File: config.mk
export PLATFORM = sky130hd
export DESIGN_NAME = cache_fill_way_demux
export DESIGN_NICKNAME = d
export VERILOG_FILES = /design/src/rtl/cache_fill_way_demux.sv
export SDC_FILE = /design/constraint.sdc
export NUM_CORES = 1
export LEC_CHECK = 0
export BUFFER_PORTS_ARGS = -buffer_cell sky130_fd_sc_hd__buf_2
export CORE_ASPECT_RATIO = 1.2
export CORE_MARGIN = 3
export CORE_UTILIZATION = 24
export DETAILED_ROUTE_END_ITERATION = 8
export PLACE_DENSITY = 0.49
export SYNTH_ARGS = -nofsm -noshare
export SYNTH_HDL_FRONTEND = slang
export SYNTH_SLANG_ARGS = --single-unit
File: constraint.sdc
create_clock -name i_clk -period 3.4 [get_ports i_clk]
set_input_delay 0.68 -clock i_clk [delete_from_list [all_inputs] [get_ports i_clk]]
set_output_delay 0.68 -clock i_clk [all_outputs]
set_load 0.05 [all_outputs]
File: src/rtl/cache_fill_way_demux.sv
// Fill-side way demux for a four-way cache: picks a victim way per set
// and streams refill beats into it as one-hot registered write enables.
//
// Ports:
//   i_clk, i_rst       clock, synchronous active-high reset
//   i_flush            clears valid/PLRU state, aborts any fill
//   i_req_*/o_req_ready    line-fill request (accepted only in IDLE)
//   i_beat_*/o_beat_ready  fill beats (accepted only in FILL)
//   i_hit_*            read-hit notification for PLRU tracking
//   o_we_a..d, o_wr_*  registered array write port
//   o_victim_way       victim of the current fill (0=a .. 3=d)
//   o_done             pulse coincident with the last beat write
module cache_fill_way_demux #(
    parameter int DATA_WIDTH   = 32,
    parameter int INDEX_WIDTH  = 4,
    parameter int OFFSET_WIDTH = 2
) (
    input  logic                    i_clk,
    input  logic                    i_rst,
    input  logic                    i_flush,
    input  logic                    i_req_valid,
    output logic                    o_req_ready,
    input  logic [INDEX_WIDTH-1:0]  i_req_index,
    input  logic                    i_beat_valid,
    output logic                    o_beat_ready,
    input  logic [DATA_WIDTH-1:0]   i_beat_data,
    input  logic                    i_hit_valid,
    input  logic [INDEX_WIDTH-1:0]  i_hit_index,
    input  logic                    i_hit_sel_a,
    input  logic                    i_hit_sel_b,
    input  logic                    i_hit_sel_c,
    input  logic                    i_hit_sel_d,
    output logic                    o_we_a,
    output logic                    o_we_b,
    output logic                    o_we_c,
    output logic                    o_we_d,
    output logic [INDEX_WIDTH-1:0]  o_wr_index,
    output logic [OFFSET_WIDTH-1:0] o_wr_offset,
    output logic [DATA_WIDTH-1:0]   o_wr_data,
    output logic [1:0]              o_victim_way,
    output logic                    o_done
);

    localparam int NUM_SETS = 1 << INDEX_WIDTH;
    localparam logic [OFFSET_WIDTH-1:0] LAST_BEAT = '1;

    typedef enum logic [1:0] {
        ST_IDLE = 2'd0,
        ST_FILL = 2'd1,
        ST_DONE = 2'd2
    } state_e;

    state_e                         state_q, state_d;
    logic [OFFSET_WIDTH-1:0]        cnt_q, cnt_d;
    logic [INDEX_WIDTH-1:0]         idx_q, idx_d;
    logic [1:0]                     victim_q, victim_d;
    // PLRU bits per set: [0]=b0 (a/b vs c/d), [1]=b1 (a vs b), [2]=b2 (c vs d)
    logic [NUM_SETS-1:0][3:0]       valid_q, valid_d;
    logic [NUM_SETS-1:0][2:0]       plru_q, plru_d;
    logic [3:0]                     we_q, we_d;
    logic [INDEX_WIDTH-1:0]         wr_index_q, wr_index_d;
    logic [OFFSET_WIDTH-1:0]        wr_offset_q, wr_offset_d;
    logic [DATA_WIDTH-1:0]          wr_data_q, wr_data_d;
    logic                           done_q, done_d;

    logic                           hit_any;
    logic [1:0]                     hit_way;

    // Point the tree away from the accessed way.
    function automatic logic [2:0] plru_touch(input logic [2:0] bits,
                                              input logic [1:0] way);
        logic [2:0] r;
        r = bits;
        case (way)
            2'd0: begin r[0] = 1'b1; r[1] = 1'b1; end
            2'd1: begin r[0] = 1'b1; r[1] = 1'b0; end
            2'd2: begin r[0] = 1'b0; r[2] = 1'b1; end
            default: begin r[0] = 1'b0; r[2] = 1'b0; end
        endcase
        return r;
    endfunction

    // First invalid way wins; otherwise walk the tree.
    function automatic logic [1:0] pick_victim(input logic [3:0] vld,
                                               input logic [2:0] bits);
        logic [1:0] w;
        if (!vld[0])       w = 2'd0;
        else if (!vld[1])  w = 2'd1;
        else if (!vld[2])  w = 2'd2;
        else if (!vld[3])  w = 2'd3;
        else if (!bits[0]) w = {1'b0, bits[1]};
        else               w = {1'b1, bits[2]};
        return w;
    endfunction

    always_comb begin
        hit_any = i_hit_sel_a | i_hit_sel_b | i_hit_sel_c | i_hit_sel_d;
        if (i_hit_sel_a)      hit_way = 2'd0;
        else if (i_hit_sel_b) hit_way = 2'd1;
        else if (i_hit_sel_c) hit_way = 2'd2;
        else                  hit_way = 2'd3;
    end

    always_comb begin
        state_d     = state_q;
        cnt_d       = cnt_q;
        idx_d       = idx_q;
        victim_d    = victim_q;
        valid_d     = valid_q;
        plru_d      = plru_q;
        we_d        = '0;
        wr_index_d  = wr_index_q;
        wr_offset_d = wr_offset_q;
        wr_data_d   = wr_data_q;
        done_d      = 1'b0;

        case (state_q)
            ST_IDLE: begin
                if (i_req_valid) begin
                    state_d  = ST_FILL;
                    idx_d    = i_req_index;
                    victim_d = pick_victim(valid_q[i_req_index],
                                           plru_q[i_req_index]);
                    cnt_d    = '0;
                end
            end
            ST_FILL: begin
                if (i_beat_valid) begin
                    we_d        = 4'b0001 << victim_q;
                    wr_index_d  = idx_q;
                    wr_offset_d = cnt_q;
                    wr_data_d   = i_beat_data;
                    cnt_d       = cnt_q + 1'b1;
                    if (cnt_q == LAST_BEAT) begin
                        state_d = ST_DONE;
                        done_d  = 1'b1;
                    end
                end
            end
            ST_DONE: begin
                state_d = ST_IDLE;
            end
            default: begin
                state_d = ST_IDLE;
            end
        endcase

        if (i_hit_valid && hit_any) begin
            plru_d[i_hit_index] = plru_touch(plru_q[i_hit_index], hit_way);
        end

        // Applied after the hit so a same-set fill overrides it entirely,
        // computed from the pre-hit bits.
        if (state_q == ST_DONE) begin
            plru_d[idx_q]            = plru_touch(plru_q[idx_q], victim_q);
            valid_d[idx_q][victim_q] = 1'b1;
        end

        if (i_flush) begin
            state_d     = ST_IDLE;
            cnt_d       = '0;
            idx_d       = '0;
            victim_d    = '0;
            valid_d     = '0;
            plru_d      = '0;
            we_d        = '0;
            wr_index_d  = '0;
            wr_offset_d = '0;
            wr_data_d   = '0;
            done_d      = 1'b0;
        end
    end

    always_ff @(posedge i_clk) begin
        if (i_rst) begin
            state_q     <= ST_IDLE;
            cnt_q       <= '0;
            idx_q       <= '0;
            victim_q    <= '0;
            valid_q     <= '0;
            plru_q      <= '0;
            we_q        <= '0;
            wr_index_q  <= '0;
            wr_offset_q <= '0;
            wr_data_q   <= '0;
            done_q      <= 1'b0;
        end else begin
            state_q     <= state_d;
            cnt_q       <= cnt_d;
            idx_q       <= idx_d;
            victim_q    <= victim_d;
            valid_q     <= valid_d;
            plru_q      <= plru_d;
            we_q        <= we_d;
            wr_index_q  <= wr_index_d;
            wr_offset_q <= wr_offset_d;
            wr_data_q   <= wr_data_d;
            done_q      <= done_d;
        end
    end

    assign o_req_ready  = (state_q == ST_IDLE);
    assign o_beat_ready = (state_q == ST_FILL);
    assign o_we_a       = we_q[0];
    assign o_we_b       = we_q[1];
    assign o_we_c       = we_q[2];
    assign o_we_d       = we_q[3];
    assign o_wr_index   = wr_index_q;
    assign o_wr_offset  = wr_offset_q;
    assign o_wr_data    = wr_data_q;
    assign o_victim_way = victim_q;
    assign o_done       = done_q;

endmodule

==> metrics.cfg <==
[clock_network]
cts_tree = built
clk_pin_slew_ps = 70
post-cts-setup-buffers = 0
postCtsHoldBufs = 0
clock_sinks = 165
cts_htree_levels = 4
cts_root_buffer = clkbuf_16
cts-resized-gates = 0
cts_buffer_depth = 2
clkLatencyLatePin_ps = 430
numCtsBuffers = 17

[sta]
finalCriticalPeriod_ps = 2800
rsz0062_at_grt = false
maxSlewViolCount = 0
setup_ws_ps = 605
finClkSkew_ps = 9.12
max-slew-margin-rel = 0.399
hold_violations = 0
max_freq_ghz = 0.358
tns_ps = 0
worst_pin_slew_ps = 893
fin_crit_sh = 0.822
setup_viol = 0

[status]
status = completed

[global_route]
gr-total-overflow = 0
grt_pass1_wl_mm = 39.2
grt_pass1_vias = 6751
antenna_found_initial = 0
grt_use_total = 0.146
grt_max_degree = 122

[critical_path]
crit_required_ps = 3700
ff2ff_path_depth = 7
r2r-end = plru_q[38]
r2r-start = idx_q[0]
critical_path_arrival_ps = 3100
path_max_fanout = 16
worst_setup_path_end_kind = flop
r2r_slack_ps = 600
cp-start-kind = flop
crit_type = flop to flop

[route]
vias = 6808
routedWlPerCell_um = 18.4
via_per_inst = 5.02
drt_iter0_markers = 667
dr.pass1.iters = 6
drt_wl_total_mm = 24.9
drc_errors = 0
detail-route-antenna-nets = 0

[placed_design]
hpwlAfterDp_mm = 17.7
port_buffers = 96
gp_congestion = 0.849
place_ws_ps = 433

[power_and_ir_drop]
p_leak_nw = 3.27
power_density_nw_per_um2 = 468
power_mw = 4.30
peakVddDrop_mv = 0.336

[layout]
finalNetCount = 1000
post-route-util = 0.298
drive_above_1_share = 0.221
diodes = 0
nFillCells = 3316
most-common-layout-cells = dfxtp_1, a21oi_1, nand2_1
final_common_cell = dfxtp_1
syn_to_final_growth_pct = 21.1

[yosys]
ys.flop_type = dfxtp_1
avgSynthCellArea_um2 = 8.76
synth_top_area_frac = 0.435
yosysWarnings = 0
synthArstFlopShare = 0
netlist_instances = 867
ys_seq_area_frac = 0.435
synth_area_leaders = dfxtp_1, mux4_2, a21oi_1
syn_nets = 918
ys_ff_latch = 165
ys_types = 41
syn_area_um2 = 7590
yosysTopAreaCell = dfxtp_1
synth_edf_count = 0

[floorplan]
initial_utilization = 0.246
die_height_um = 201
die_w_um = 168
ios = 97
num_rows = 70
core-area_um2 = 30800
dieArea_um2 = 33800

[worst_hold_path]
hold_end = o_wr_data[8]
holdCritPathClass = flop to flop
holdPathStages = 2
hp-start = o_wr_data[8]

[run]
cap_violations = 0

==> layout make-up <==
| cell class | count | area [um^2] | area share |
|---|---|---|---|
| Tap cell | 396 | 495 | 0.0539 |
| Clock buffer | 21 | 460 | 0.0501 |
| Inverter | 5 | 18.8 | 0.00204 |
| Sequential cell | 165 | 3300 | 0.359 |
| Clock inverter | 10 | 170 | 0.0185 |
| Timing Repair Buffer | 129 | 741 | 0.0806 |
| Multi-Input combinational cell | 631 | 4000 | 0.435 |
==> state kept, by name, summed over array words and instances, names as in the netlist, 2 cells and up <==
name / flops
we_q: 4
cnt_q: 2
valid_q: 64
o_wr_data: 32
idx_q: 4
o_wr_offset: 2
plru_q: 48
o_wr_index: 4
state_q: 2
o_victim_way: 2
==> metal layers <==
layer  GRT usage  part of all wire  vias to the layer above
met5           0                 0                        -
met4      0.0576             0.034                        0
met3      0.0223             0.040                       47
met2       0.268              0.53                      204
met1       0.170              0.40                     3285
li1            -                 -                     3272
==> through the flow <==
stage | instance area, um^2 | hold WS [ps] | cells
floorplan | 7590 | 431 | 867
detailed placement | 8560 | 445 | 1326
global route | 9190 | 465 | 1357
finish | 9190 | 450 | 1357
CTS | 9190 | 453 | 1357
global placement | 8560 | 439 | 1326
==> cells by family (layout without fill, tap and decap cells) <==
logic type / count (synthesis) / count (layout) / share of synthesized area
muxes: 61 / 61 / 0.158
adders and majority gates: 1 / 1 / 0.00165
DFF: 165 / 165 / 0.435
and+or+nand+nor: 339 / 339 / 0.192
AOI/OAI and AO/OA: 230 / 230 / 0.175
buffers and inverters: 71 / 165 / 0.0379
==> synthesized netlist by cell type, types with 5 or more instances <==
master / number
a221oi_1: 10
buf_1: 5
a31oi_1: 14
o21ai_0: 21
clkbuf_1: 54
o211ai_1: 8
nand3_1: 11
mux2_2: 10
mux4_1: 7
a211oi_1: 14
a22oi_1: 12
or2_2: 5
nor3_1: 24
inv_1: 5
mux2i_1: 7
nor2_1: 123
and2_1: 7
nand2_1: 129
nor4_1: 8
a21oi_1: 138
and3_1: 5
nand2b_1: 11
dfxtp_1: 165
mux4_2: 37
nor2b_1: 10
==> critical path: stages, from the launching register on <==
cell	delay, ps
dfxtp_1	830
mux4_1	630
mux2_2	290
a222oi_1	340
buf_4	320
nor2_1	60
a21oi_1	130
nor2_1	50
==> power by group <==
part | internal [mW] | leakage [nW] | switching, mW
clock | 1.27 | 0.300 | 0.813
combinational | 0.0862 | 1.64 | 0.176
sequential | 1.94 | 1.33 | 0.0144
total | 3.30 | 3.27 | 1.00
==> worst max-delay path by stage <==
stage / start / to / slack [ps] / cells after the start
final: idx_q[0] / plru_q[38] / 600 / 7
after global routing: idx_q[0] / plru_q[38] / 450 / 7
after CTS: idx_q[0] / plru_q[41] / 670 / 7
after detailed placement: i_hit_index[0] / plru_q[46] / 430 / 7
after global placement: i_hit_index[0] / plru_q[46] / 480 / 7
after floorplan: i_hit_index[0] / plru_q[25] / 620 / 7
Power figures use the tool's default switching activity.
